**config.mk**
```make
export PLATFORM = sky130hd
export DESIGN_NAME = axi4r_responder
export DESIGN_NICKNAME = d
export VERILOG_FILES = /design/src/rtl/axi4r_pkg.sv /design/src/rtl/axi4r_rbuf.sv /design/src/rtl/axi4r_responder.sv
export SDC_FILE = /design/constraint.sdc
export NUM_CORES = 1
export LEC_CHECK = 0
export BUFFER_PORTS_ARGS = -buffer_cell sky130_fd_sc_hd__buf_2
export CAP_MARGIN = 5
export CELL_PAD_IN_SITES_DETAIL_PLACEMENT = 1
export CELL_PAD_IN_SITES_GLOBAL_PLACEMENT = 1
export CORE_MARGIN = 1.5
export CORE_UTILIZATION = 37
export DETAILED_ROUTE_END_ITERATION = 10
export PLACE_DENSITY = 0.8
export SKIP_LAST_GASP = 1
export SLEW_MARGIN = 20
export SYNTH_ARGS = -nofsm -noshare
export SYNTH_HDL_FRONTEND = slang
export SYNTH_SLANG_ARGS = --single-unit
```
**constraint.sdc**
```tcl
create_clock -name clk -period 2.69 [get_ports clk]
set_input_delay 0.1345 -clock clk [delete_from_list [all_inputs] [get_ports clk]]
set_output_delay 0.1345 -clock clk [all_outputs]
set_load 0.02 [all_outputs]
```
**src/rtl/axi4r_pkg.sv**
```systemverilog
// Shared types for the AXI4 read responder: burst encoding, response
// codes and the beat record carried through the R-channel buffer.
package axi4r_pkg;

    typedef enum logic [1:0] {
        BURST_FIXED = 2'd0,
        BURST_INCR  = 2'd1,
        BURST_WRAP  = 2'd2
    } axi4r_burst_e;

    localparam logic [1:0] RESP_OKAY   = 2'b00;
    localparam logic [1:0] RESP_DECERR = 2'b11;

    typedef struct packed {
        logic        id;
        logic [63:0] data;
        logic [1:0]  resp;
        logic        last;
    } axi4r_beat_t;

    // Reserved code 3 and WRAP with an unsupported length both act as INCR.
    function automatic axi4r_burst_e burst_decode(
        input logic [1:0] t,
        input logic [7:0] len
    );
        if (t == 2'd0)
            return BURST_FIXED;
        if (t == 2'd2 &&
            (len == 8'd1 || len == 8'd3 ||
             len == 8'd7 || len == 8'd15))
            return BURST_WRAP;
        return BURST_INCR;
    endfunction

endpackage

```
**src/rtl/axi4r_rbuf.sv**
```systemverilog
// Two-entry beat FIFO; the head entry is held in a register.
// Ports: clk, rst_n, push/din in, pop in, dout (head) out, count out.
module axi4r_rbuf
    import axi4r_pkg::*;
(
    input  logic        clk,
    input  logic        rst_n,
    input  logic        push,
    input  axi4r_beat_t din,
    input  logic        pop,
    output axi4r_beat_t dout,
    output logic [1:0]  count
);

    axi4r_beat_t slot0;
    axi4r_beat_t slot1;

    assign dout = slot0;

    always_ff @(posedge clk or negedge rst_n) begin
        if (!rst_n) begin
            slot0 <= '0;
            slot1 <= '0;
            count <= '0;
        end else begin
            case ({push, pop})
                2'b11: begin
                    if (count == 2'd2) begin
                        slot0 <= slot1;
                        slot1 <= din;
                    end else begin
                        slot0 <= din;
                    end
                end
                2'b01: begin
                    slot0 <= slot1;
                    count <= count - 2'd1;
                end
                2'b10: begin
                    if (count == 2'd0)
                        slot0 <= din;
                    else
                        slot1 <= din;
                    count <= count + 2'd1;
                end
                default: ;
            endcase
        end
    end

endmodule

```
**src/rtl/axi4r_responder.sv**
```systemverilog
// AXI4 read responder: one AR burst at a time, beats fetched from a
// synchronous memory port and returned through a 2-entry R buffer.
// Ports: AR channel (arid/araddr/arlen/arburst/arvalid/arready),
// R channel (rid/rdata/rresp/rlast/rvalid/rready),
// memory port (mem_req/mem_addr out, mem_rdata in, one-cycle latency).
// Option: AXI4R_DECERR_EN returns DECERR for indices past the memory.
module axi4r_responder
    import axi4r_pkg::*;
#(
    parameter int ADDR_W = 32,
    parameter int MEM_AW = 10
) (
    input  logic              clk,
    input  logic              rst_n,
    input  logic              arid,
    input  logic [ADDR_W-1:0] araddr,
    input  logic [7:0]        arlen,
    input  logic [1:0]        arburst,
    input  logic              arvalid,
    output logic              arready,
    output logic              rid,
    output logic [63:0]       rdata,
    output logic [1:0]        rresp,
    output logic              rlast,
    output logic              rvalid,
    input  logic              rready,
    output logic              mem_req,
    output logic [MEM_AW-1:0] mem_addr,
    input  logic [63:0]       mem_rdata
);

    localparam int IW = ADDR_W - 3;

    typedef enum logic {S_IDLE = 1'b0, S_ISSUE = 1'b1} state_e;

    state_e       state;
    state_e       state_nx;
    logic         alive;
    logic         arid_q;
    axi4r_burst_e burst_q;
    logic [7:0]   len_q;
    logic [7:0]   beat_q;
    logic [IW-1:0] idx_q;
    logic [IW-1:0] idx_nx;
    logic [IW-1:0] mask;
    logic         issue;
    logic         last_issue;
    logic         pop;
    logic         oor;
    logic         fl_v;
    logic         fl_id;
    logic         fl_last;
    logic         fl_err;
    logic [1:0]   count;
    logic [2:0]   occ;
    axi4r_beat_t  head;
    axi4r_beat_t  din;
    logic         unused_lsb;

    assign unused_lsb = ^araddr[2:0];

    assign pop        = rvalid & rready;
    assign last_issue = (beat_q == len_q);
    // Entries held after this edge if nothing new is issued.
    assign occ = {1'b0, count} + {2'b0, fl_v} - {2'b0, pop};

    always_ff @(posedge clk or negedge rst_n) begin
        if (!rst_n)
            state <= S_IDLE;
        else
            state <= state_nx;
    end

    always_comb begin
        state_nx = state;
        unique case (state)
            S_IDLE:  if (arvalid && arready) state_nx = S_ISSUE;
            S_ISSUE: if (issue && last_issue) state_nx = S_IDLE;
        endcase
    end

    always_comb begin
        arready = alive && (state == S_IDLE);
        issue   = (state == S_ISSUE) && (occ < 3'd2);
    end

    // arready stays low until the first edge after reset release.
    always_ff @(posedge clk or negedge rst_n) begin
        if (!rst_n)
            alive <= 1'b0;
        else
            alive <= 1'b1;
    end

    assign mask = IW'(len_q);

    always_comb begin
        idx_nx = idx_q + IW'(1);
        unique case (1'b1)
            burst_q == BURST_FIXED: idx_nx = idx_q;
            burst_q == BURST_WRAP:
                idx_nx = (idx_q & ~mask) | ((idx_q + IW'(1)) & mask);
            default: ;
        endcase
    end

`ifdef AXI4R_DECERR_EN
    assign oor = |idx_q[IW-1:MEM_AW];
`else
    assign oor = 1'b0;
`endif

    assign mem_req  = issue & ~oor;
    assign mem_addr = mem_req ? idx_q[MEM_AW-1:0] : '0;

    always_ff @(posedge clk or negedge rst_n) begin
        if (!rst_n) begin
            arid_q  <= 1'b0;
            burst_q <= BURST_FIXED;
            len_q   <= '0;
            beat_q  <= '0;
            idx_q   <= '0;
            fl_v    <= 1'b0;
            fl_id   <= 1'b0;
            fl_last <= 1'b0;
            fl_err  <= 1'b0;
        end else begin
            if (arvalid && arready) begin
                arid_q  <= arid;
                burst_q <= burst_decode(arburst, arlen);
                len_q   <= arlen;
                beat_q  <= '0;
                idx_q   <= araddr[ADDR_W-1:3];
            end else if (issue) begin
                beat_q <= beat_q + 8'd1;
                idx_q  <= idx_nx;
            end
            fl_v    <= issue;
            fl_id   <= arid_q;
            fl_last <= last_issue;
            fl_err  <= oor;
        end
    end

    always_comb begin
        din.id   = fl_id;
        din.data = fl_err ? 64'd0 : mem_rdata;
        din.resp = fl_err ? RESP_DECERR : RESP_OKAY;
        din.last = fl_last;
    end

    axi4r_rbuf u_rbuf (
        .clk   (clk),
        .rst_n (rst_n),
        .push  (fl_v),
        .din   (din),
        .pop   (pop),
        .dout  (head),
        .count (count)
    );

    assign rvalid = (count != 2'd0);
    assign rid    = head.id;
    assign rdata  = head.data;
    assign rresp  = head.resp;
    assign rlast  = head.last & rvalid;

endmodule
```
==> flow_metrics.py <==
metrics = {
    "setup_path": {
        "slowest_stage": "fa_2",
        "path_max_fanout": 4,
        "crit_cells": 10,
        "worstSetupEndpointType": "output pin",
        "critPathBufInv": 4,
        "crit_arrival_ns": 2.56,
        "ff2ff_path_depth": 9,
        "reg2reg_from": "u_rbuf.count[1]$_DFFE_PN0N_",
        "critPathRequiredTime_ns": 2.56,
        "slowest_delay_ns": 0.56,
        "cp_cell_sequence": "nor2b_4 > and2_4 > buf_4 > fa_2 > nand2_2 > buf_6 > nor2_4 > buf_6 > and2_1 > buf_6",
        "path_delay_family": "simple AND/OR/NAND/NOR gates",
        "critical_path_class": "reg2out",
        "cp-start-kind": "flip-flop",
        "cpMostUsedCell": "buf_6",
        "crit_start": "u_rbuf.count[1]$_DFFE_PN0N_",
    },
    "detailed_routing": {
        "num_vias": 6582,
        "postRouteAntennaNets": 0,
        "drt_iter0_markers": 230,
        "drc": 0,
        "finalWirelength_um": 22800,
        "drtPass1Iterations": 4,
        "wire_per_inst_um": 17.8,
        "vias_per_cell": 5.15,
    },
    "synth": {
        "synth-edff-count": 0,
        "ys_types": 44,
        "async_reset_ff_share_pct": 100,
        "synth_area_leader_cell": "dfrtp_1",
        "synth_seq_cells": 168,
        "yosysMostFrequentCell": "dfrtp_1",
        "yosysWarnings": 0,
        "synth_top_area_share_pct": 53.4,
        "avgSynthCellArea_um2": 9.92,
        "synthTopCellsByCount": "168 x dfrtp_1, 140 x o21ai_0, 104 x nand2_1",
        "synth_cells": 794,
        "synthFlopType": "dfrtp_1",
        "synthTopCellsByArea": "dfrtp_1 53%, mux2_2 9.9%, o21ai_0 8.9%",
        "ys_seq_area_share_pct": 53.4,
        "netlist_area_mm2": 0.00788,
    },
    "finish": {
        "multiInputGateArea_mm2": 0.00308,
        "final_cell_count_no_fill": 1278,
        "areaGrowthSynthToFinish_pct": 31.3,
        "layout-drive-gt1-share_pct": 33.0,
        "regArea_mm2": 0.00420,
        "nets": 1104,
        "n_fill_cell": 2354,
        "n_antenna_cell": 0,
    },
    "floorplan": {
        "die-area_mm2": 0.0222,
        "num_rows": 53,
        "start_util_pct": 37.6,
        "coreArea_mm2": 0.0210,
        "die-height_um": 149,
        "die-width_um": 149,
        "io-pin-count": 192,
    },
    "clocking": {
        "cts_max_level": 4,
        "clk_path_buf_depth": 2,
        "cts_made_buffers": 17,
        "clkTransAtPathRegs_ns": 0.07,
        "clock_latency_ns": 0.43,
        "cts.sinks": 168,
        "cts_tree": "built",
        "root_buffer": "clkbuf_16",
    },
    "flow_run": {
        "cap_violations": 0,
    },
    "status": {
        "violations": "negative setup slack",
        "outcome": "finished with violations",
    },
    "power_and_ir_drop": {
        "ir_worst_vdd_mv": 0.669,
        "cellPowerDensity_mw_per_mm2": 1360,
        "switching_power_mw": 5.96,
        "power_mw": 14.0,
        "leakagePower_nw": 4.75,
        "clkPwrFrac_pct": 17.5,
        "power_frac_seq_pct": 33.1,
        "switching_share_pct": 42.4,
        "combPwrFrac_pct": 49.3,
        "internal_power_mw": 8.09,
    },
    "sta": {
        "rsz0062_at_grt": "true",
        "max_freq_mhz": 371,
        "hold_viol": 0,
        "setup_violations": 6,
        "fin_skew_ns": 0.0119,
        "fin_ws_ns": -0.00548,
        "worst_pin_slew_ns": 0.722,
        "fin_crit_sh_pct": 100,
        "fin_crit_ns": 2.70,
        "slew_viol_final": 0,
        "relSlewSlack_pct": 51.8,
    },
    "grt": {
        "grtUsageTotal_pct": 21.3,
        "overflow": 0,
        "antenna_found_initial": 0,
        "busiest_layer": "met2",
        "grt_pass1_vias": 7287,
        "grt_pass1_wl_um": 36700,
        "grt_util_met2_pct": 39.1,
        "grt_max_degree": 76,
        "met3_usage_pct": 3.43,
        "grt_use_met1_pct": 24.8,
    },
    "worst_hold_path": {
        "hold_start": "araddr[5]",
        "min_path_type": "in2reg",
        "hold_path_depth": 4,
    },
    "placed_design": {
        "io_buffers": 167,
        "place_congestion": 0.854,
        "hpwl_um": 13800,
        "dpl.cell_count": 1156,
    },
}
layer usage:
metal  share of wire (%)  routed length [µm]
met1                  42                9470
met2                  53               12100
met3                 3.7                 848
met4                 1.7                 394
met5                   0                   0
power by group through the flow:
stage	sequential (mW)	clock [mW]	combinational, mW
6_report	4.65	2.46	6.93
5_1_grt	4.80	2.61	7.56
4_1_cts	4.62	2.52	6.82
3_5_place_dp	4.65	0	6.18
3_3_place_gp	4.55	0	5.95
2_1_floorplan	4.38	0	4.71
final cells by class:
cell class | instances | area share, %
Timing Repair Buffer | 288 | 20.4
Sequential cell | 168 | 40.6
Clock inverter | 15 | 1.67
Tap cell | 275 | 3.33
Inverter | 1 | 0.0363
Multi-Input combinational cell | 514 | 29.8
Clock buffer | 17 | 4.11
cells in the final DEF, fill, tap and decap left out, types with 4 or more instances in the layout:
cell type	count
and2_4	7
nor4_1	5
dlygate4sd3_1	79
and2_1	4
o21ai_0	139
nor2_1	84
dfrtp_1	168
mux2_2	69
inv_8	5
o21ai_1	7
nand2_1	103
xnor2_1	16
a21oi_1	9
buf_4	31
nor3_1	7
buf_12	7
buf_6	15
inv_6	4
nand4_1	6
buf_2	156
clkinv_8	4
nand3_1	10
clkbuf_16	17
sequential cells by signal, summed over array words and instances, names as in the netlist, 2 cells and up, named ones only:
register,flops
u_rbuf.slot1,66
len_q,8
u_rbuf.count,2
burst_q,2
u_rbuf.dout,66
idx_q,3
beat_q,8
metrics by stage:
| stage | instance area (µm²) | utilization, % | hold slack, ns | worst slack [ns] | TNS [ns] |
|---|---|---|---|---|---|
| 2_1_floorplan | 7880 | - | -0.161 | 0.0198 | 0 |
| 3_3_place_gp | 8740 | 41.7 | 0.213 | 0.0367 | 0 |
| 3_5_place_dp | 8740 | 41.7 | 0.216 | -0.0461 | -0.0461 |
| 4_1_cts | 10300 | 49.2 | 0.0165 | 0.00246 | 0 |
| 5_1_grt | 10300 | 49.4 | 0.0268 | -0.0772 | -0.699 |
| 6_report | 10300 | 49.4 | 0.0300 | -0.00548 | -0.0154 |
final timing paths:
kind / slack (ns) / endpoint
setup / recovery: -0.005 / mem_addr[6]
hold / removal: 0.03 / flip-flop
setup reg to reg: 0.08 / idx_q[9]$_DFFE_PN0P_
hold reg to reg: 0.40 / fl_id$_DFF_PN0_
max in group asynchronous: 1.54 / u_rbuf.dout[53]$_DFFE_PN0P_
min in group asynchronous: 0.29 / u_rbuf.slot1[45]$_DFFE_PN0P_
kinds of logic after synthesis:
| group | after synthesis | share of synthesized area (%) |
|---|---|---|
| multiplexers | 71 | 10.1 |
| adder cells (fa/ha/maj) | 3 | 0.572 |
| flip-flops | 168 | 53.4 |
| other | 2 | 0.0953 |
| buffers and inverters | 113 | 8.75 |
| AO/OA/AOI/OAI | 174 | 11.7 |
| XOR/XNOR | 18 | 2.00 |
| AND/OR/NAND/NOR | 245 | 13.4 |
tightest hold or removal path: stages:
cell	delay, ns
buf_2	0.07
nand2_1	0.04
o21ai_0	0.05
mux2_2	0.14
repair_timing:
item,in CTS,in global routing
setup endpoints to repair,12,11
resized for setup,38,5
cloned,1,0
hold buffers,79,0
endpoints found under the hold margin,152,0
buffers inserted,6,4
pin swaps,5,1
No activity file was read; power rests on OpenSTA's default activity.
